**config.mk**
```make
export PLATFORM = sky130hd
export DESIGN_NAME = gate_exerciser
export DESIGN_NICKNAME = d
export VERILOG_FILES = /design/src/rtl/gate_exerciser_pkg.sv /design/src/rtl/gate_exerciser_expect.sv /design/src/rtl/gate_exerciser.sv
export SDC_FILE = /design/constraint.sdc
export NUM_CORES = 1
export LEC_CHECK = 0
export ABC_AREA = 1
export CAP_MARGIN = 5
export CORE_UTILIZATION = 44
export CTS_CLUSTER_SIZE = 24
export DETAILED_ROUTE_END_ITERATION = 8
export PLACE_DENSITY = 0.68
export SKIP_LAST_GASP = 1
export SLEW_MARGIN = 20
export SYNTH_ARGS = -nofsm -noshare
export SYNTH_HDL_FRONTEND = slang
export SYNTH_HIERARCHICAL = 1
export SYNTH_SLANG_ARGS = --single-unit
```
**constraint.sdc**
```tcl
create_clock -name clk -period 1.6 [get_ports clk]
set_input_delay 0.32 -clock clk [delete_from_list [all_inputs] [get_ports clk]]
set_output_delay 0.32 -clock clk [all_outputs]
set_load 0.1 [all_outputs]
```
**src/rtl/gate_exerciser_pkg.sv**
```systemverilog
// Shared encodings for the gate exerciser: gate function select and FSM states.
// Imported by the exerciser top and the reusable gate_expect model.
package gate_exerciser_pkg;

    localparam logic [1:0] GATE_AND  = 2'b00;
    localparam logic [1:0] GATE_OR   = 2'b01;
    localparam logic [1:0] GATE_XOR  = 2'b10;
    localparam logic [1:0] GATE_NAND = 2'b11;

    localparam int CNT_W = 8;

    typedef enum logic [1:0] {
        ST_IDLE   = 2'b00,
        ST_SETTLE = 2'b01,
        ST_SAMPLE = 2'b10,
        ST_DONE   = 2'b11
    } state_t;

endpackage

```
**src/rtl/gate_exerciser_expect.sv**
```systemverilog
// Combinational reference model of a 2-input gate selected by sel.
// Reusable by other lab checkers.
module gate_expect
    import gate_exerciser_pkg::*;
(
    input  logic       a,
    input  logic       b,
    input  logic [1:0] sel,
    output logic       y
);

    always_comb begin
        y = 1'b0;
        unique case (sel)
            GATE_AND:  y = a & b;
            GATE_OR:   y = a | b;
            GATE_XOR:  y = a ^ b;
            GATE_NAND: y = ~(a & b);
            default:   y = 1'b0;
        endcase
    end

endmodule

```
**src/rtl/gate_exerciser.sv**
```systemverilog
// Drives a 2-input gate through 00,01,10,11, samples its output after a settle
// time and reports pass plus a per-vector mismatch mask.
module gate_exerciser
    import gate_exerciser_pkg::*;
#(
    parameter int SETTLE_CYCLES = 4
) (
    input  logic       clk,
    input  logic       rst,
    input  logic       start,
    input  logic [1:0] gate_sel,
    input  logic       gate_out,
    output logic       input1,
    output logic       input2,
    output logic       busy,
    output logic       done,
    output logic       pass,
    output logic [3:0] fail_mask
);

    localparam logic [CNT_W-1:0] RELOAD = CNT_W'(SETTLE_CYCLES - 1);

    state_t           state_q, state_d;
    logic [1:0]       sel_q, sel_d;
    logic [1:0]       vec_q, vec_d;
    logic [CNT_W-1:0] cnt_q, cnt_d;
    logic [3:0]       mask_q, mask_d;
    logic             pass_q, pass_d;
    logic             busy_q, busy_d;
    logic             done_q, done_d;
    logic             in1_q, in1_d;
    logic             in2_q, in2_d;
    logic             exp_y;
    logic             mism;

    gate_expect u_expect (
        .a   (vec_q[1]),
        .b   (vec_q[0]),
        .sel (sel_q),
        .y   (exp_y)
    );

    assign mism = (gate_out != exp_y);

    always_ff @(posedge clk) begin
        if (rst) begin
            state_q <= ST_IDLE;
            sel_q   <= GATE_AND;
            vec_q   <= 2'd0;
            cnt_q   <= '0;
            mask_q  <= 4'b0000;
            pass_q  <= 1'b0;
            busy_q  <= 1'b0;
            done_q  <= 1'b0;
            in1_q   <= 1'b0;
            in2_q   <= 1'b0;
        end else begin
            state_q <= state_d;
            sel_q   <= sel_d;
            vec_q   <= vec_d;
            cnt_q   <= cnt_d;
            mask_q  <= mask_d;
            pass_q  <= pass_d;
            busy_q  <= busy_d;
            done_q  <= done_d;
            in1_q   <= in1_d;
            in2_q   <= in2_d;
        end
    end

    always_comb begin
        state_d = state_q;
        unique case (state_q)
            ST_IDLE:   if (start) state_d = ST_SETTLE;
            ST_SETTLE: if (cnt_q == '0) state_d = ST_SAMPLE;
            ST_SAMPLE: state_d = (vec_q == 2'd3) ? ST_DONE : ST_SETTLE;
            ST_DONE:   state_d = ST_IDLE;
            default:   state_d = ST_IDLE;
        endcase
    end

    // Run datapath: select latch, vector index, settle counter, result.
    always_comb begin
        sel_d  = sel_q;
        vec_d  = vec_q;
        cnt_d  = cnt_q;
        mask_d = mask_q;
        pass_d = pass_q;
        unique case (state_q)
            ST_IDLE: begin
                if (start) begin
                    sel_d  = gate_sel;
                    vec_d  = 2'd0;
                    cnt_d  = RELOAD;
                    mask_d = 4'b0000;
                    pass_d = 1'b0;
                end
            end
            ST_SETTLE: begin
                if (cnt_q != '0) cnt_d = cnt_q - 1'b1;
            end
            ST_SAMPLE: begin
                mask_d = mask_q | ({3'b000, mism} << vec_q);
                if (vec_q == 2'd3) begin
                    pass_d = (mask_d == 4'b0000);
                end else begin
                    vec_d = vec_q + 2'd1;
                    cnt_d = RELOAD;
                end
            end
            default: ;
        endcase
    end

    // Outputs are registered from the next state so they align with it.
    always_comb begin
        busy_d = (state_d == ST_SETTLE) || (state_d == ST_SAMPLE);
        done_d = (state_d == ST_DONE);
        in1_d  = busy_d ? vec_d[1] : 1'b0;
        in2_d  = busy_d ? vec_d[0] : 1'b0;
    end

    assign input1    = in1_q;
    assign input2    = in2_q;
    assign busy      = busy_q;
    assign done      = done_q;
    assign pass      = pass_q;
    assign fail_mask = mask_q;

endmodule

```
==> results by group, run 1 <==
Critical path
  • Crit Path Max Fanout: 4
  • Critical path endpoint category: flip-flop
  • Reg2reg path depth: 13
  • R2R Path End: pass
  • Kind of launch point of the worst setup path: flip-flop
  • Setup Crit Path Kind: flip-flop to flip-flop
  • Crit path arrival time: 1.83 ns
  • Reg2reg start: vec_q[0]
  • Worst R2R Setup Slack: 0.03 ns
  • Required time of the critical path: 1.86 ns

Timing
  • Final Max Slew Viols: 0
  • Final Critical Period: 1.57 ns
  • Fin crit share: 97.8%
  • RSZ-0062 raised after global routing: true
  • Worst slew margin: 82.7%
  • Final setup fails: 0
  • Hold Vio Cnt, Final: 0
  • Max Clk Rate: 639 MHz
  • Skew final: 0.000628 ns
  • Slew @ Worst Pin: 0.259 ns
  • Post-route setup TNS: 0 ns
  • Worst Hold Slack: 0.475 ns

Routing
  • Detail Route Antenna Nets: 0
  • DRC viols: 0
  • DR vias/cell: 5.07
  • WL final: 2690 µm
  • DRT Pass-1 Iters: 4
  • WL/cell: 11.0 µm
  • Initial DRC Count: 34
  • Via count: 1,242

Cells and area
  • Area of the multi-input gates: 693 µm²
  • Final Util: 60.5%
  • Share of layout cells above drive strength 1: 24.8%
  • Final Instance Area: 0.00166 mm²
  • Flip-flop and latch area: 464 µm²
  • # nets final: 225
  • Fill cells: 255
  • # diodes: 0
  • Area delta synth->final: 31.3%

Yosys
  • Yosys top cell by area: dfxtp_1
  • Synth warn: 6
  • Mapped Avg Cell Area: 6.60 µm²
  • Largest cells by area after synthesis: dfxtp_1 37%, nand2_1 11%, inv_1 9.8%
  • Distinct cells, synth: 21
  • Synthesis-stage register bit count: 23
  • Synth top area share: 36.5%
  • Register area share after synthesis: 36.5%
  • Syn Nets: 201
  • Syn Inst Count: 191
  • Synthesized cell area: 0.00126 mm²

Global routing
  • Initial antenna violation count: 0
  • Total global routing overflow: 0
  • Total GRT Usage: 18.1%
  • Vias in the first global route: 1,103
  • Pin count of the biggest net entering global routing: 17
  • First-pass GRT wire length: 4410 µm

Power and ir drop
  • Maximum VDD drop: 1.44 mV
  • Leak Pwr: 0.000764 µW
  • PD cells: 1790 mW/mm²

Clocking
  • CTS tree: yes
  • CTS clock-pin slew for the worst setup and hold paths: 0.12 ns
  • Root Driver: clkbuf_4
  • Clk sinks: 23
  • Longest Clk Path Bufs: 2
  • CTS H-tree depth: 1
  • Clock latency at the later pin of the worst-skew pair: 0.31 ns
  • Cts bufs inserted: 3

Floorplan
  • Die X: 55.5 µm
  • Initial core utilization: 46.1%
  • Core area: 0.00273 mm²
  • Ports: 15
  • Cell row count: 19
  • Die area: 0.00308 mm²
  • Die Y-Extent: 55.5 µm

Worst hold path
  • Hold depth: 2
  • Min-delay worst type: flip-flop to flip-flop
  • Min-delay src: cnt_q[1]
  • WHS Endpoint: cnt_q[1]

Placed design
  • Placer Congestion: 0.866
  • Hpwl dp: 2040 µm
  • Port Buf Inserts: 14
  • Dpl cell area: 0.00158 mm²

Outcome
  • Outcome: complete, no violations

Flow run
  • Max_cap viols: 0
-- registers in the layout, indices dropped and copies added (netlist names) --
name / flops
state_q: 2
input1: 1
vec_q: 2
sel_q: 2
cnt_q: 8
fail_mask: 4
busy: 1
input2: 1
pass: 1
done: 1
-- area by class of cell --
class / instances / share of cell area, %
clock buffer: 4 / 1.59
inverter: 38 / 8.62
multi-input combinational: 127 / 41.9
sequential: 23 / 28.0
tap: 31 / 2.34
timing repair buffer: 22 / 17.5
-- timing repair --
item / in CTS / in global routing
buffers inserted: 0 / 0
pin swaps: 0 / 13
endpoints found under the setup margin: 2 / 8
hold buffers: 0 / 0
gates resized for setup: 2 / 16
-- cells in the mapped netlist --
cell type	n
nor2_1	28
nand2_2	3
a22oi_1	3
nand3_2	2
inv_2	5
a21oi_1	13
nand4_1	7
o21ai_0	3
dfxtp_1	23
nand2_1	36
nor2_4	3
ha_1	4
o21bai_1	1
nor2_2	4
nand3_1	13
inv_1	33
nor3_1	4
xnor2_1	1
buf_2	1
o21ai_1	2
clkbuf_1	2
-- worst max-delay path, cell delays in order, from the launching register on --
cell     delay (ns)
dfxtp_2        0.37
inv_2          0.05
ha_4           0.23
inv_2          0.05
nand2_2        0.04
nand3_2        0.06
nand2_2        0.08
inv_2          0.07
nand2_4        0.06
nand4_1        0.09
nand2_1        0.08
nor2_1         0.12
nand3_1        0.10
a21oi_2        0.14
-- through the flow --
step           cells  setup slack [ns]  power (µW)
2_1_floorplan    191            0.0670        2140
3_3_place_gp     241           -0.0616        2570
3_5_place_dp     241            -0.113        2630
4_1_cts          245          -0.00122        2930
5_1_grt          245           -0.0802        3230
6_report         245            0.0345        2960
-- worst max-delay path by stage --
stage | end | slack, ns | cells after the start | start
final | pass | 0.03 | 13 | vec_q[0]
after global routing | pass | -0.08 | 13 | vec_q[0]
after floorplan | pass | 0.07 | 13 | vec_q[0]
after CTS | pass | -0.001 | 13 | vec_q[0]
after detailed placement | input1 | -0.11 | 8 | start
after global placement | input1 | -0.06 | 8 | start
-- metal layers --
layer	track usage (%)	vias to the layer above	part of all wire (%)	wire length (µm)
li1	-	641	-	-
met1	22.1	557	46	1240
met2	30.5	39	47	1270
met3	3.28	5	4.8	129
met4	8.93	0	1.6	44
met5	0	-	0	0
-- logic make-up after synthesis --
| family | after synthesis | share of synthesized area, % |
|---|---|---|
| simple gates | 100 | 37.0 |
| compound gates | 22 | 9.52 |
| flops | 23 | 36.5 |
| xor+xnor | 1 | 0.695 |
| fa+ha+maj | 4 | 3.97 |
| buf+inv | 41 | 12.3 |
-- where the power goes --
group	total, µW	internal [µW]	switching, µW	leakage (µW)
Sequential	863	730	134	0.000189
Combinational	1820	696	1120	0.000560
Clock	275	97.6	177	0.0000150
Total	2960	1520	1430	0.000764
-- placed cells by master (no fill, tap or decap), types with 2 or more instances in the layout --
| cell type | count |
|---|---|
| nor2_2 | 4 |
| nor3_1 | 4 |
| dfxtp_1 | 20 |
| inv_2 | 9 |
| a22oi_1 | 3 |
| inv_1 | 29 |
| nand2_1 | 32 |
| nand2_4 | 2 |
| nand3_2 | 3 |
| nor2_1 | 28 |
| ha_1 | 2 |
| nand4_1 | 7 |
| a21oi_1 | 12 |
| nor2_4 | 3 |
| nand2_2 | 5 |
| o21ai_0 | 3 |
| dfxtp_2 | 3 |
| nand3_1 | 12 |
| clkdlybuf4s50_1 | 5 |
| buf_12 | 9 |
| buf_4 | 8 |
| clkbuf_4 | 3 |
(Power assumes the default switching activity.)
==> run 2, diff against run 1 <==
--- a/config.mk
+++ b/config.mk
@@ -7,10 +7,10 @@
 export LEC_CHECK = 0
 export ABC_AREA = 1
 export CAP_MARGIN = 5
-export CORE_UTILIZATION = 44
+export CORE_UTILIZATION = 49
 export CTS_CLUSTER_SIZE = 24
 export DETAILED_ROUTE_END_ITERATION = 8
-export PLACE_DENSITY = 0.68
+export PLACE_DENSITY = 0.74
 export SKIP_LAST_GASP = 1
 export SLEW_MARGIN = 20
 export SYNTH_ARGS = -nofsm -noshare
==> results by group, run 2 (synthesized netlist as in run 1, its figures left out) <==
Outcome
  • Outcome: complete, no violations

Routing
  • DR vias/cell: 5.13
  • WL final: 2940 µm
  • Initial DRC Count: 34
  • DRC viols: 0
  • Detail Route Antenna Nets: 0
  • Via count: 1,261
  • WL/cell: 11.9 µm
  • DRT Pass-1 Iters: 4

Clocking
  • Clk sinks: 23
  • CTS clock-pin slew for the worst setup and hold paths: 0.13 ns
  • CTS H-tree depth: 1
  • Clock latency at the later pin of the worst-skew pair: 0.32 ns
  • Root Driver: clkbuf_4
  • Longest Clk Path Bufs: 2
  • CTS tree: yes
  • Cts bufs inserted: 3

Critical path
  • Critical path endpoint category: flip-flop
  • Crit Path Max Fanout: 4
  • Kind of launch point of the worst setup path: flip-flop
  • Required time of the critical path: 1.86 ns
  • Reg2reg start: vec_q[1]
  • Reg2reg path depth: 12
  • Crit path arrival time: 1.85 ns
  • R2R Path End: pass
  • Worst R2R Setup Slack: 0.01 ns
  • Setup Crit Path Kind: flip-flop to flip-flop

Timing
  • Post-route setup TNS: 0 ns
  • Worst slew margin: 84.2%
  • Final Critical Period: 1.59 ns
  • RSZ-0062 raised after global routing: true
  • Max Clk Rate: 630 MHz
  • Worst setup margin: 0.0123 ns
  • Skew final: 0.00628 ns
  • Final Max Slew Viols: 0
  • Slew @ Worst Pin: 0.237 ns
  • Hold Vio Cnt, Final: 0
  • Final setup fails: 0
  • Fin crit share: 99.2%

Flow run
  • Max_cap viols: 0

Power and ir drop
  • Power Total: 3030 µW
  • PD cells: 1830 mW/mm²
  • Maximum VDD drop: 1.28 mV
  • Leak Pwr: 0.000767 µW

Placed design
  • Hpwl dp: 2160 µm
  • Placement Setup Slack: -0.141 ns
  • Placer Congestion: 0.868
  • Port Buf Inserts: 14

Global routing
  • Busiest grt layer: met2
  • Total GRT Usage: 22.7%
  • First-pass GRT wire length: 4530 µm
  • Met1 Track Usage GR: 26.4%
  • Pin count of the biggest net entering global routing: 14
  • Vias in the first global route: 1,114
  • Met3 global-route usage: 2.61%
  • Met2 Use GR: 40.1%
  • Total global routing overflow: 0
  • Initial antenna violation count: 0

Cells and area
  • # diodes: 0
  • Largest register by flop count: cnt_q
  • Flip-flop and latch area: 467 µm²
  • # nets final: 227
  • Area of the multi-input gates: 677 µm²
  • Fill cells: 218
  • Area delta synth->final: 31.3%
  • Max FFs per register: 8
  • Commonest cells after routing, fill and taps aside: 33 x nand2_1, 29 x inv_1, 28 x nor2_1
  • Most common library cell in the layout ignoring fill and taps: nand2_1
  • Share of layout cells above drive strength 1: 24.5%

Worst hold path
  • Min-delay worst type: flip-flop to flip-flop
  • Min-delay src: cnt_q[1]
  • WHS Endpoint: cnt_q[1]
  • Hold depth: 2

Floorplan
  • Die Y-Extent: 52.7 µm
  • Die area: 0.00278 mm²
  • Cell row count: 18
  • Die X: 52.7 µm
  • Ports: 15
  • Core area: 0.00245 mm²
  • Initial core utilization: 51.4%
-- run 2: final cells by class --
type,instances,share of cell area [%]
clock buffer,3,1.36
clock inverter,1,0.302
inverter,38,8.61
multi-input combinational,127,40.9
sequential,23,28.2
tap,30,2.27
timing repair buffer,24,18.4
-- run 2: worst max-delay path by stage --
stage             start  endpoint  slack (ns)
2_1_floorplan  vec_q[0]      pass        0.07
3_3_place_gp      start    input1       -0.08
3_5_place_dp      start    input2       -0.14
4_1_cts        vec_q[1]      pass       -0.01
5_1_grt        vec_q[0]      pass       -0.11
6_report       vec_q[1]      pass        0.01
-- run 2: timing repair --
item	in CTS	in global routing
setup endpoints to repair	5	11
hold buffers	0	0
gates cloned	0	0
gates resized for setup	6	9
pin swaps	0	8
setup buffers	0	1
-- run 2: power breakdown --
part / switching, µW / total, µW / internal (µW) / leakage [µW]
clock: 185 / 278 / 93.7 / 0.0000177
combinational: 1160 / 1890 / 722 / 0.000560
sequential: 135 / 863 / 728 / 0.000189
-- run 2: critical path: stages, from the launching register on --
cell	delay, ns
dfxtp_4	0.39
inv_2	0.05
ha_4	0.26
inv_2	0.03
nand2_1	0.05
nand3_1	0.07
nand2_2	0.11
nand2_2	0.08
nand4_1	0.08
nand2_1	0.07
nor2_1	0.12
nand3_1	0.08
a21oi_1	0.14
-- run 2: per-stage QoR --
step                      std cells  hold slack [ns]  utilization, %  instance area [µm²]
after floorplan                 191            0.445               -                 1260
after global placement          241            0.457            64.5                 1580
after detailed placement        241            0.457            64.5                 1580
after CTS                       245            0.477            66.2                 1630
after global routing            246            0.493            67.5                 1660
final                           246            0.473            67.5                 1660
-- run 2: layer usage --
metal	share of wire (%)	wire (µm)
met1	43	1260
met2	53	1550
met4	1.3	39
met5	0	0
met3	3.1	92
==> run 3, diff against run 2 <==
--- a/config.mk
+++ b/config.mk
@@ -7,10 +7,9 @@
 export LEC_CHECK = 0
 export ABC_AREA = 1
 export CAP_MARGIN = 5
-export CORE_UTILIZATION = 49
+export CORE_UTILIZATION = 40
 export CTS_CLUSTER_SIZE = 24
 export DETAILED_ROUTE_END_ITERATION = 8
-export PLACE_DENSITY = 0.74
 export SKIP_LAST_GASP = 1
 export SLEW_MARGIN = 20
 export SYNTH_ARGS = -nofsm -noshare
==> results by group, run 3 (synthesized netlist as in run 1, its figures left out) <==
Routing
  • Initial DRC Count: 34
  • Via count: 1,251
  • WL final: 2960 µm
  • Detail Route Antenna Nets: 0
  • DRT Pass-1 Iters: 4
  • DRC viols: 0
  • DR vias/cell: 4.81
  • WL/cell: 11.4 µm

Cells and area
  • Max FFs per register: 8
  • Most common library cell in the layout ignoring fill and taps: nand2_1
  • Non-filler cells in the finished layout: 260
  • Largest register by flop count: cnt_q
  • Fill cells: 285
  • # nets final: 227
  • Share of layout cells above drive strength 1: 29.6%
  • Commonest cells after routing, fill and taps aside: 32 x nand2_1, 27 x nor2_1, 26 x inv_1
  • Area of the multi-input gates: 734 µm²
  • Flip-flop and latch area: 467 µm²
  • # diodes: 0
  • Area delta synth->final: 37.5%

Critical path
  • CP Buf/Inv Count: 3
  • Worst path slowest cell: dfxtp_2
  • Crit Path Max Fanout: 4
  • Kind of launch point of the worst setup path: flip-flop
  • Critical path endpoint category: flip-flop
  • Required time of the critical path: 1.86 ns
  • Crit path arrival time: 1.83 ns
  • Reg2reg start: vec_q[1]
  • Cell chain of the critical path: buf_4, ha_4, inv_2, nand2_1, nand3_1, nand2_2, inv_2, nand2_4, nand4_1, nand2_1, nor2_1, nand3_1, a21oi_1
  • Worst setup startpoint: vec_q[1]
  • Top delay family on crit path: simple AND/OR/NAND/NOR gates
  • Max stage delay on crit path: 0.36 ns
  • Setup Crit Path Kind: flip-flop to flip-flop

Global routing
  • Total GRT Usage: 18.7%
  • Total global routing overflow: 0
  • Initial antenna violation count: 0
  • Vias in the first global route: 1,180
  • First-pass GRT wire length: 4920 µm
  • Pin count of the biggest net entering global routing: 14

Timing
  • Final Critical Period: 1.57 ns
  • Final setup fails: 0
  • Worst setup margin: 0.0301 ns
  • Fin crit share: 98.1%
  • Max Clk Rate: 637 MHz
  • Slew @ Worst Pin: 0.254 ns
  • RSZ-0062 raised after global routing: true
  • Final Max Slew Viols: 0
  • Worst slew margin: 83.0%
  • Skew final: 0.00209 ns
  • Hold Vio Cnt, Final: 0

Outcome
  • Outcome: complete, no violations

Clocking
  • Clock latency at the later pin of the worst-skew pair: 0.32 ns
  • Clk sinks: 23
  • CTS clock-pin slew for the worst setup and hold paths: 0.14 ns
  • Root Driver: clkbuf_4
  • CTS tree: yes
  • CTS H-tree depth: 1
  • Longest Clk Path Bufs: 2
  • Cts bufs inserted: 3

Worst hold path
  • Min-delay worst type: flip-flop to flip-flop
  • Min-delay src: cnt_q[1]

Floorplan
  • Die X: 58.2 µm
  • Die area: 0.00338 mm²
  • Ports: 15
  • Initial core utilization: 41.7%
  • Core area: 0.00303 mm²
  • Cell row count: 20
  • Die Y-Extent: 58.2 µm

Power and ir drop
  • PD cells: 1760 mW/mm²
  • Maximum VDD drop: 0.977 mV
  • Leak Pwr: 0.000784 µW

Placed design
  • Placement Setup Slack: -0.117 ns
  • Placer Congestion: 0.817
  • Hpwl dp: 2140 µm
  • Inst Count DP: 255
  • Port Buf Inserts: 14

Flow run
  • Max_cap viols: 0
==> run 3: cell count changes in the layout (fill, tap and decap cells not counted), moves of 2 or more <==
cell	before	now
ha_4	1	3
inv_1	29	26
inv_2	9	11
nand3_1	13	11
nand3_2	2	4
nor3_1	4	1
nor3_2	0	3
==> run 3: layout make-up <==
type / count / share of cell area, %
clock buffers: 3 / 1.30
clock inverters: 1 / 0.289
inverters: 38 / 8.37
multi-input cells: 127 / 42.4
flip-flops and latches: 23 / 26.9
well taps: 44 / 3.17
repair buffers: 24 / 17.6
==> run 3: through the flow <==
| stage | util (%) | area, µm² | power (µW) | hold slack [ns] | TNS, ns |
|---|---|---|---|---|---|
| finish | 57.3 | 1730 | 3050 | 0.504 | 0 |
| floorplan | - | 1260 | 2140 | 0.445 | 0 |
| detailed placement | 52.9 | 1600 | 2630 | 0.476 | -0.621 |
| global route | 57.3 | 1730 | 3370 | 0.527 | -0.0632 |
| CTS | 54.0 | 1630 | 2950 | 0.495 | -0.000301 |
| global placement | 52.9 | 1600 | 2580 | 0.460 | -0.504 |
==> run 3: tightest hold or removal path: stages, from the launching register on <==
cell and delay [ns]:
dfxtp_1 0.34, nand2_1 0.06, a21oi_1 0.06
==> run 3: per-layer routing <==
metal  share of wire [%]  wire length, µm  track usage (%)  vias up
li1                    -                -                -      647
met1                  48             1420             24.8      580
met2                  48             1410             30.4       19
met3                 3.3               97             2.68        5
met4                 1.2               36             7.48        0
met5                   0                0                0        -
==> run 3: power breakdown <==
part           internal [µW]  switching (µW)  total [µW]
clock network           93.6             191         284
registers                730             147         877
logic                    718            1170        1890
total                   1540            1510        3050
==> run 3: path summary, 6_finish.rpt <==
check | end | slack [ns] | cells after the start
worst min register to register | cnt_q[1] | 0.50 | 2
worst max-delay path | pass | 0.03 | 13
worst min-delay path | cnt_q[1] | 0.50 | 2
worst max register to register | pass | 0.03 | 13
==> run 3: timing repair <==
item / 4_1_cts / 5_1_grt
hold buffers: 0 / 0
buffers inserted: 0 / 1
pin swaps: 0 / 10
setup endpoints to repair: 3 / 10
gates resized for setup: 2 / 28
gates cloned: 0 / 0
